[src/rtl/vx_raster_stamp_packer_pkg.sv]
`default_nettype none
// ============================================================================
//  Module   : vx_raster_stamp_packer_pkg
//  Brief    : Shared stamp type, stamp width and packer state encoding for
//             the raster stamp packer.
//  Revision : 1.0 - initial release
// ============================================================================
package vx_raster_stamp_packer_pkg;

  localparam int RASTER_DIM_BITS   = 12;
  localparam int RASTER_MASK_BITS  = 4;
  localparam int RASTER_PID_BITS   = 8;
  localparam int RASTER_BCRD_BITS  = 32;

  typedef struct packed {
    logic [RASTER_DIM_BITS-1:0]  pos_x;
    logic [RASTER_DIM_BITS-1:0]  pos_y;
    logic [RASTER_MASK_BITS-1:0] mask;
    logic [RASTER_PID_BITS-1:0]  pid;
    logic [RASTER_BCRD_BITS-1:0] bcoords;
  } raster_stamp_t;

  localparam int RASTER_STAMP_BITS = $bits(raster_stamp_t);

  // Packer state encoding
  localparam logic [1:0] c_ST_FILL = 2'd0;
  localparam logic [1:0] c_ST_FULL = 2'd1;
  localparam logic [1:0] c_ST_DONE = 2'd2;

endpackage
`default_nettype wire

[src/rtl/vx_raster_stamp_packer_if.sv]
`default_nettype none
// ============================================================================
//  Module   : vx_raster_stamp_packer_if
//  Brief    : Raster bus request side: packed multi-lane stamp packet with
//             valid/ready handshake and a done flag.
//  Revision : 1.0 - initial release
// ============================================================================
interface vx_raster_stamp_packer_if #(
  parameter int NUM_LANES = 4
);
  import vx_raster_stamp_packer_pkg::*;

  logic                                   req_valid;
  logic [NUM_LANES*RASTER_STAMP_BITS-1:0] req_stamps;
  logic                                   req_done;
  logic                                   req_ready;

  modport master (
    output req_valid,
    output req_stamps,
    output req_done,
    input  req_ready
  );

  modport slave (
    input  req_valid,
    input  req_stamps,
    input  req_done,
    output req_ready
  );

endinterface
`default_nettype wire

[src/rtl/vx_raster_stamp_packer.sv]
`default_nettype none
// ============================================================================
//  Module   : vx_raster_stamp_packer
//  Brief    : Gathers single raster stamps into NUM_LANES-wide bus packets,
//             flushes partial packets on idle timeout or end-of-work, and
//             holds a sticky done packet once the raster unit completes.
//  Revision : 1.0 - initial release
// ============================================================================
module vx_raster_stamp_packer
  import vx_raster_stamp_packer_pkg::*;
#(
  parameter int NUM_LANES     = 4,
  parameter int FLUSH_TIMEOUT = 16
) (
  input  wire logic                     clk,
  input  wire logic                     reset,
  input  wire logic                     start,
  input  wire logic                     in_valid,
  input  raster_stamp_t                 in_stamp,
  output logic                          in_ready,
  input  wire logic                     in_done,
  vx_raster_stamp_packer_if.master      bus
);

  localparam int CNT_W  = $clog2(NUM_LANES + 1);
  localparam int IDLE_W = $clog2(FLUSH_TIMEOUT + 1);

  logic [1:0]                     r_state;
  logic [CNT_W-1:0]               r_cnt;
  logic [IDLE_W-1:0]              r_idle;
  raster_stamp_t [NUM_LANES-1:0]  r_lanes;
  logic [CNT_W-1:0]               w_cnt_inc;

  assign w_cnt_inc = r_cnt + CNT_W'(1);

  // Packet assembly, idle timeout flush and done/start sequencing
  always_ff @(posedge clk or posedge reset) begin
    if (reset) begin
      r_state <= c_ST_FILL;
      r_cnt   <= '0;
      r_idle  <= '0;
      r_lanes <= '0;
    end else begin
      case (r_state)
        c_ST_FILL: begin
          if (in_valid) begin
            // Stamps take priority over in_done so none is ever dropped
            for (int i = 0; i < NUM_LANES; i++) begin
              if (r_cnt == CNT_W'(i)) r_lanes[i] <= in_stamp;
            end
            r_cnt  <= w_cnt_inc;
            r_idle <= '0;
            if (w_cnt_inc == CNT_W'(NUM_LANES)) r_state <= c_ST_FULL;
          end else if (in_done) begin
            r_state <= (r_cnt != '0) ? c_ST_FULL : c_ST_DONE;
          end else if (r_cnt != '0) begin
            if (r_idle == IDLE_W'(FLUSH_TIMEOUT - 1)) begin
              r_state <= c_ST_FULL;
            end else if (r_idle != '1) begin
              r_idle <= r_idle + IDLE_W'(1);
            end
          end
        end
        c_ST_FULL: begin
          if (bus.req_ready) begin
            r_lanes <= '0;
            r_cnt   <= '0;
            r_idle  <= '0;
            r_state <= c_ST_FILL;
          end
        end
        c_ST_DONE: begin
          // Handshakes here are acknowledged without leaving DONE
          if (start) r_state <= c_ST_FILL;
        end
        default: r_state <= c_ST_FILL;
      endcase
    end
  end

  // Output view decoded from state; lane data only shown while FULL
  always_comb begin
    in_ready       = (r_state == c_ST_FILL);
    bus.req_valid  = (r_state != c_ST_FILL);
    bus.req_done   = (r_state == c_ST_DONE);
    bus.req_stamps = '0;
    if (r_state == c_ST_FULL) bus.req_stamps = r_lanes;
  end

`ifndef SYNTHESIS
  // The raster unit must not emit stamps after reporting completion
  a_no_stamp_in_done: assert property (@(posedge clk) disable iff (reset)
    !(r_state == c_ST_DONE && in_valid));
`endif

endmodule
`default_nettype wire

[src/flat_wrapper.sv]
// flat-port wrapper written by rule: the top's interface ports become plain ports
module vx_raster_stamp_packer_flat import vx_raster_stamp_packer_pkg::*;
#(
  parameter int NUM_LANES     = 4,
  parameter int FLUSH_TIMEOUT = 16
)
  (clk, reset, start, in_valid, in_stamp, in_ready, in_done, bus_req_valid, bus_req_stamps, bus_req_done, bus_req_ready);
  vx_raster_stamp_packer_if #(.NUM_LANES(NUM_LANES)) bus_i ();
  input  wire logic clk;
  input  wire logic reset;
  input  wire logic start;
  input  wire logic in_valid;
  input  raster_stamp_t in_stamp;
  output logic in_ready;
  input  wire logic in_done;
  output wire logic [$bits(bus_i.req_valid)-1:0] bus_req_valid;
  output wire logic [$bits(bus_i.req_stamps)-1:0] bus_req_stamps;
  output wire logic [$bits(bus_i.req_done)-1:0] bus_req_done;
  input wire logic [$bits(bus_i.req_ready)-1:0] bus_req_ready;
  assign bus_req_valid = bus_i.req_valid;
  assign bus_req_stamps = bus_i.req_stamps;
  assign bus_req_done = bus_i.req_done;
  assign bus_i.req_ready = bus_req_ready;
  vx_raster_stamp_packer #(.NUM_LANES(NUM_LANES), .FLUSH_TIMEOUT(FLUSH_TIMEOUT)) u_core (.clk(clk), .reset(reset), .start(start), .in_valid(in_valid), .in_stamp(in_stamp), .in_ready(in_ready), .in_done(in_done), .bus(bus_i));
endmodule
[config.mk]
export PLATFORM = sky130hd
export DESIGN_NAME = vx_raster_stamp_packer_flat
export DESIGN_NICKNAME = d
export VERILOG_FILES = /design/src/rtl/vx_raster_stamp_packer_pkg.sv /design/src/rtl/vx_raster_stamp_packer_if.sv /design/src/rtl/vx_raster_stamp_packer.sv /design/src/flat_wrapper.sv
export SDC_FILE = /design/constraint.sdc
export NUM_CORES = 1
export LEC_CHECK = 0
export BUFFER_PORTS_ARGS = -buffer_cell sky130_fd_sc_hd__buf_4
export CAP_MARGIN = 10
export CORE_MARGIN = 2
export CORE_UTILIZATION = 55
export CTS_BUF_LIST = sky130_fd_sc_hd__clkbuf_16
export CTS_CLUSTER_DIAMETER = 120
export CTS_CLUSTER_SIZE = 28
export DETAILED_ROUTE_END_ITERATION = 8
export PLACE_DENSITY = 0.84
export SYNTH_ARGS = -nofsm -noshare
export SYNTH_HDL_FRONTEND = slang
export SYNTH_SLANG_ARGS = --single-unit
[constraint.sdc]
create_clock -name clk -period 20.4 [get_ports clk]
set_clock_uncertainty 0.05 [all_clocks]
set_input_delay 2.04 -clock clk [delete_from_list [all_inputs] [get_ports clk]]
set_output_delay 2.04 -clock clk [all_outputs]
set_load 0.02 [all_outputs]
; Yosys cells after proc, flatten, opt, wreduce, memory -nomap -nowiden
; Cells that the tools add are included.
[totals]
ff_bits = 282
inputBits = 74
out_inout_bits = 275
wordCells = 86
[classes]
add_sub_neg = 2
n_eq_ne = 22
muxes = 27
reduce_logical = 12
[ops]
columns = operator, n
row1 = $mux 272, 3
row2 = $pmux 272 s2, 1
row3 = $mux 68, 4
row4 = $mux 5, 6
row5 = $mux 2, 8
row6 = $reduce_and 4->1, 4
row7 = $pmux 5 s2, 1
row8 = $ne 3x2->1 const B, 3
row9 = $ne 2x1->1 const B, 4
row10 = $ne 4x2->1 const B, 2
row11 = $eq 3x2->1 const B, 2
row12 = $mux 3, 2
row13 = $ne 2x2->1 const B, 3
row14 = $ne 3x3->1 const B, 2
row15 = $pmux 2 s3, 1
row16 = $pmux 3 s2, 1
row17 = $reduce_and 6->1, 1
row18 = $add 5x1->5 const B, 1
row19 = $eq 5x4->1 const B, 1
row20 = $ne 5x5->1 const B, 1
row21 = $reduce_and 5->1, 1
row22 = $reduce_bool 2->1, 2
row23 = $add 3x1->3 const B, 1
row24 = $eq 3x1->1 const B, 1
row25 = other kinds (7), 7

; Logic depth before layout (Yosys ltp)
[logic_depth]
ltp_word = 7
depth_mapped = 9
depth_no_buf = 7

; Least setup slack after synthesis
; OpenSTA, ideal clock, no wires.
[synth_path]
path_kind = register -> output
from = register u_core.r_state[1]
to = output port bus_req_stamps[0]
arrival_time_ps = 1429
required_ps = 18310
slack_ps = 16881
stages_incl_launch_ff = 6
path_buffers = 3
path_cell_list = dfrtp_1 -> clkbuf_1 -> and2b_1 -> buf_2 -> clkbuf_1 -> and2_1
[synth_between]
elab_chain_len = 2
[synth_lines]
columns = element, line
row1 = "start, declared", vx_raster_stamp_packer.sv:28  ; logic [1:0] r_state;
row2 = "start signal, assigned", vx_raster_stamp_packer.sv:39  ; r_state <= c_ST_FILL;
row3 = "start signal, assigned", vx_raster_stamp_packer.sv:53  ; if (w_cnt_inc == CNT_W'(NUM_LANES)) r_state <= c_ST_FULL;
row4 = "start signal, assigned", vx_raster_stamp_packer.sv:55  ; r_state <= (r_cnt != '0) ? c_ST_FULL : c_ST_DONE;
row5 = $eq 2x1->1, vx_raster_stamp_packer.sv:87  ; if (r_state == c_ST_FULL) bus.req_stamps = r_lanes;
row6 = $mux 272, vx_raster_stamp_packer.sv:87
row7 = "end, declared", flat_wrapper.sv:17  ; output wire logic [$bits(bus_i.req_stamps)-1:0] bus_req_stamps;
; No other way between the ends.

; Final worst setup path
[layout_path]
from = register u_core.r_state[0]
to = output port bus_req_stamps[28]
; The elaborated chain is that of the path after synthesis.

==> results.cfg <==
[run_status]
status = complete, no violations

[synth]
synthTopCellsByArea = dfrtp_1, and2_1, nand2_1
synth.largest_area_cell = dfrtp_1
synth_area_um2 = 12300
synth.distinct_cells = 33
synth_top_area_frac = 0.573
synth.most_common_cell = nand2_1
synth-seq-area-share = 0.573
syn_avg_cell_area_um2 = 9.21
synth_edf_count = 0
ys.flop_type = dfrtp_1
synth_common_cells = nand2_1, dfrtp_1, and2_1
synth-seq-cells = 282
syn_nets = 1420
synth-async-reset-ratio = 1.00
postSynthCellCount = 1337
yosys_warnings = 0

[global_route]
grt_pass1_wl_um = 52300
grt_max_degree = 148
antenna_found_initial = 1
grtUsageTotal = 0.274
grt_pass1_vias = 9710
globalRouteOverflowTotal = 0

[detailed_routing]
drt_iter0_markers = 534
drt-total-wl_um = 32700
via_per_inst = 5.33
vias = 10081
wire_per_inst_um = 17.3
first_pass_iters = 5
drc = 0
antenna_violating_nets_post_route = 0

[floorplanning]
dieArea_um2 = 23600
fp.dieH_um = 154
rows = 54
core_um2 = 21900
initial_utilization = 0.562
die_w_um = 154
ios = 349

[critical_path]
cp_max_fo = 147
reg2reg_slack_ps = 17050
r2r_start = u_core.r_state[0]
critPathArrivalTime_ps = 3680
required_ps = 18310
critPathLaunchType = flop
cpMaxStageDelayCell = buf_4
worst-r2r-cell-count = 5
r2r-end = u_core.r_idle[1]
endpoint_kind = output pin
max_stage_delay_ps = 990
crit_chain = and2b_4 > buf_4 > and2_1 > buf_4
crit_type = flop to output pin
crit_top_cell = buf_4

[sta]
hold_violations = 0
whs_ps = 426
finalCritPeriodShare = 0.283
setup_slack_ps = 14630
worstMarginPinSlew_ps = 1130
fmax_ghz = 0.173
setup_viol = 0
relSlewSlack = 0.244
final.setup.tns_ps = 0
fin_crit_ps = 5770
rsz0062_at_grt = no
timing.final.max_slew_violations = 0

[flow_run]
max-cap-violations = 0

[placement]
post-place-ws_ps = 15170
gp_congestion = 0.808
hpwl_um = 22200
dp_cells = 1877
portBuffers = 348

[final_layout]
instances_no_fill = 1893
layout-drive-gt1-share = 0.239
final_nets = 1696
area.growth.synth_to_final_pct = 25.1
n_antenna_cell = 0

[pwr]
leakage_nw = 7.83
ir_drop_mv = 0.0969
power_density_nw_per_um2 = 149

[worst_hold_path]
min_delay_path_depth = 2
min_from = u_core.r_lanes[174]
hold_end = u_core.r_lanes[174]
hold_path.class = flop to flop

[clock_network]
cts_tree = done
clock-root-buffer = clkbuf_16
clock_latency_ps = 490
numCtsBuffers = 14
clk_pin_slew_ps = 100
cts_buffer_depth = 3
hold_buffers = 0
cts_resized = 0
cts.sinks = 282
post-cts-setup-buffers = 0
htreeDepth = 1
[registers in the layout, indices dropped and copies added, names as in the netlist]
| signal | count |
|---|---|
| u_core.r_cnt | 3 |
| u_core.r_idle | 5 |
| u_core.r_lanes | 272 |
| u_core.r_state | 2 |
[critical path: cells and delay by family, from the launching register on]
family        cells  cell delay, ps
buf+inv           2            1150
simple gates      2            1230
flops             1             650
[placed cells by master, fill, tap and decap left out, drive strengths merged, types with 4 or more instances in the layout]
cell,netlist,layout
inv,8,8
dfrtp,282,282
nand2,345,345
buf,31,359
clkbuf,68,15
ha,9,9
nand2b,4,4
nor2,8,8
and2,273,273
o21ai,278,278
o21bai,4,4
[worst max path at each step]
stage                               endpoint               from
after floorplan              u_core.r_cnt[0]              reset
after global placement    bus_req_stamps[28]  u_core.r_state[0]
after detailed placement  bus_req_stamps[28]  u_core.r_state[0]
after CTS                 bus_req_stamps[28]  u_core.r_state[0]
after global routing      bus_req_stamps[28]  u_core.r_state[0]
final                     bus_req_stamps[28]  u_core.r_state[0]
[where the power goes]
part / switching, W / leakage (nW) / internal [W]
clock: 0.000174 / 0.196 / 0.000136
sequential: 0.000125 / 3.62 / 0.000785
combinational: 0.000690 / 4.01 / 0.000386
total: 0.000990 / 7.83 / 0.00131
[layout make-up]
class	instances	area (um^2)
Tap cell	280	350
Sequential cell	282	7060
Clock buffer	15	375
Timing Repair Buffer	359	2700
Inverter	8	37.5
Multi-Input combinational cell	948	4860
Clock inverter	1	30.0
Fill cell	1695	6490
[cells by family after synthesis]
kind of cell | Yosys count | synth area share
AOI/OAI and AO/OA | 293 | 0.124
adders and majority gates | 9 | 0.00915
buffers and inverters | 107 | 0.0355
DFF | 282 | 0.573
and+or+nand+nor | 646 | 0.258
[per-stage QoR]
stage / power, W / instance area, um^2 / util
floorplan: 0.00158 / 12300 / -
global placement: 0.00196 / 15000 / 0.685
detailed placement: 0.00200 / 15000 / 0.685
CTS: 0.00231 / 15400 / 0.704
global route: 0.00246 / 15400 / 0.704
finish: 0.00230 / 15400 / 0.704
[layer usage]
layer,vias to the layer above,GRT usage,part of all wire
met2,413,0.440,0.47
met1,4765,0.376,0.41
met4,2,0.100,0.041
met3,77,0.0544,0.078
li1,4824,-,-
met5,-,0,0.00049
(Power assumes the default switching activity.)
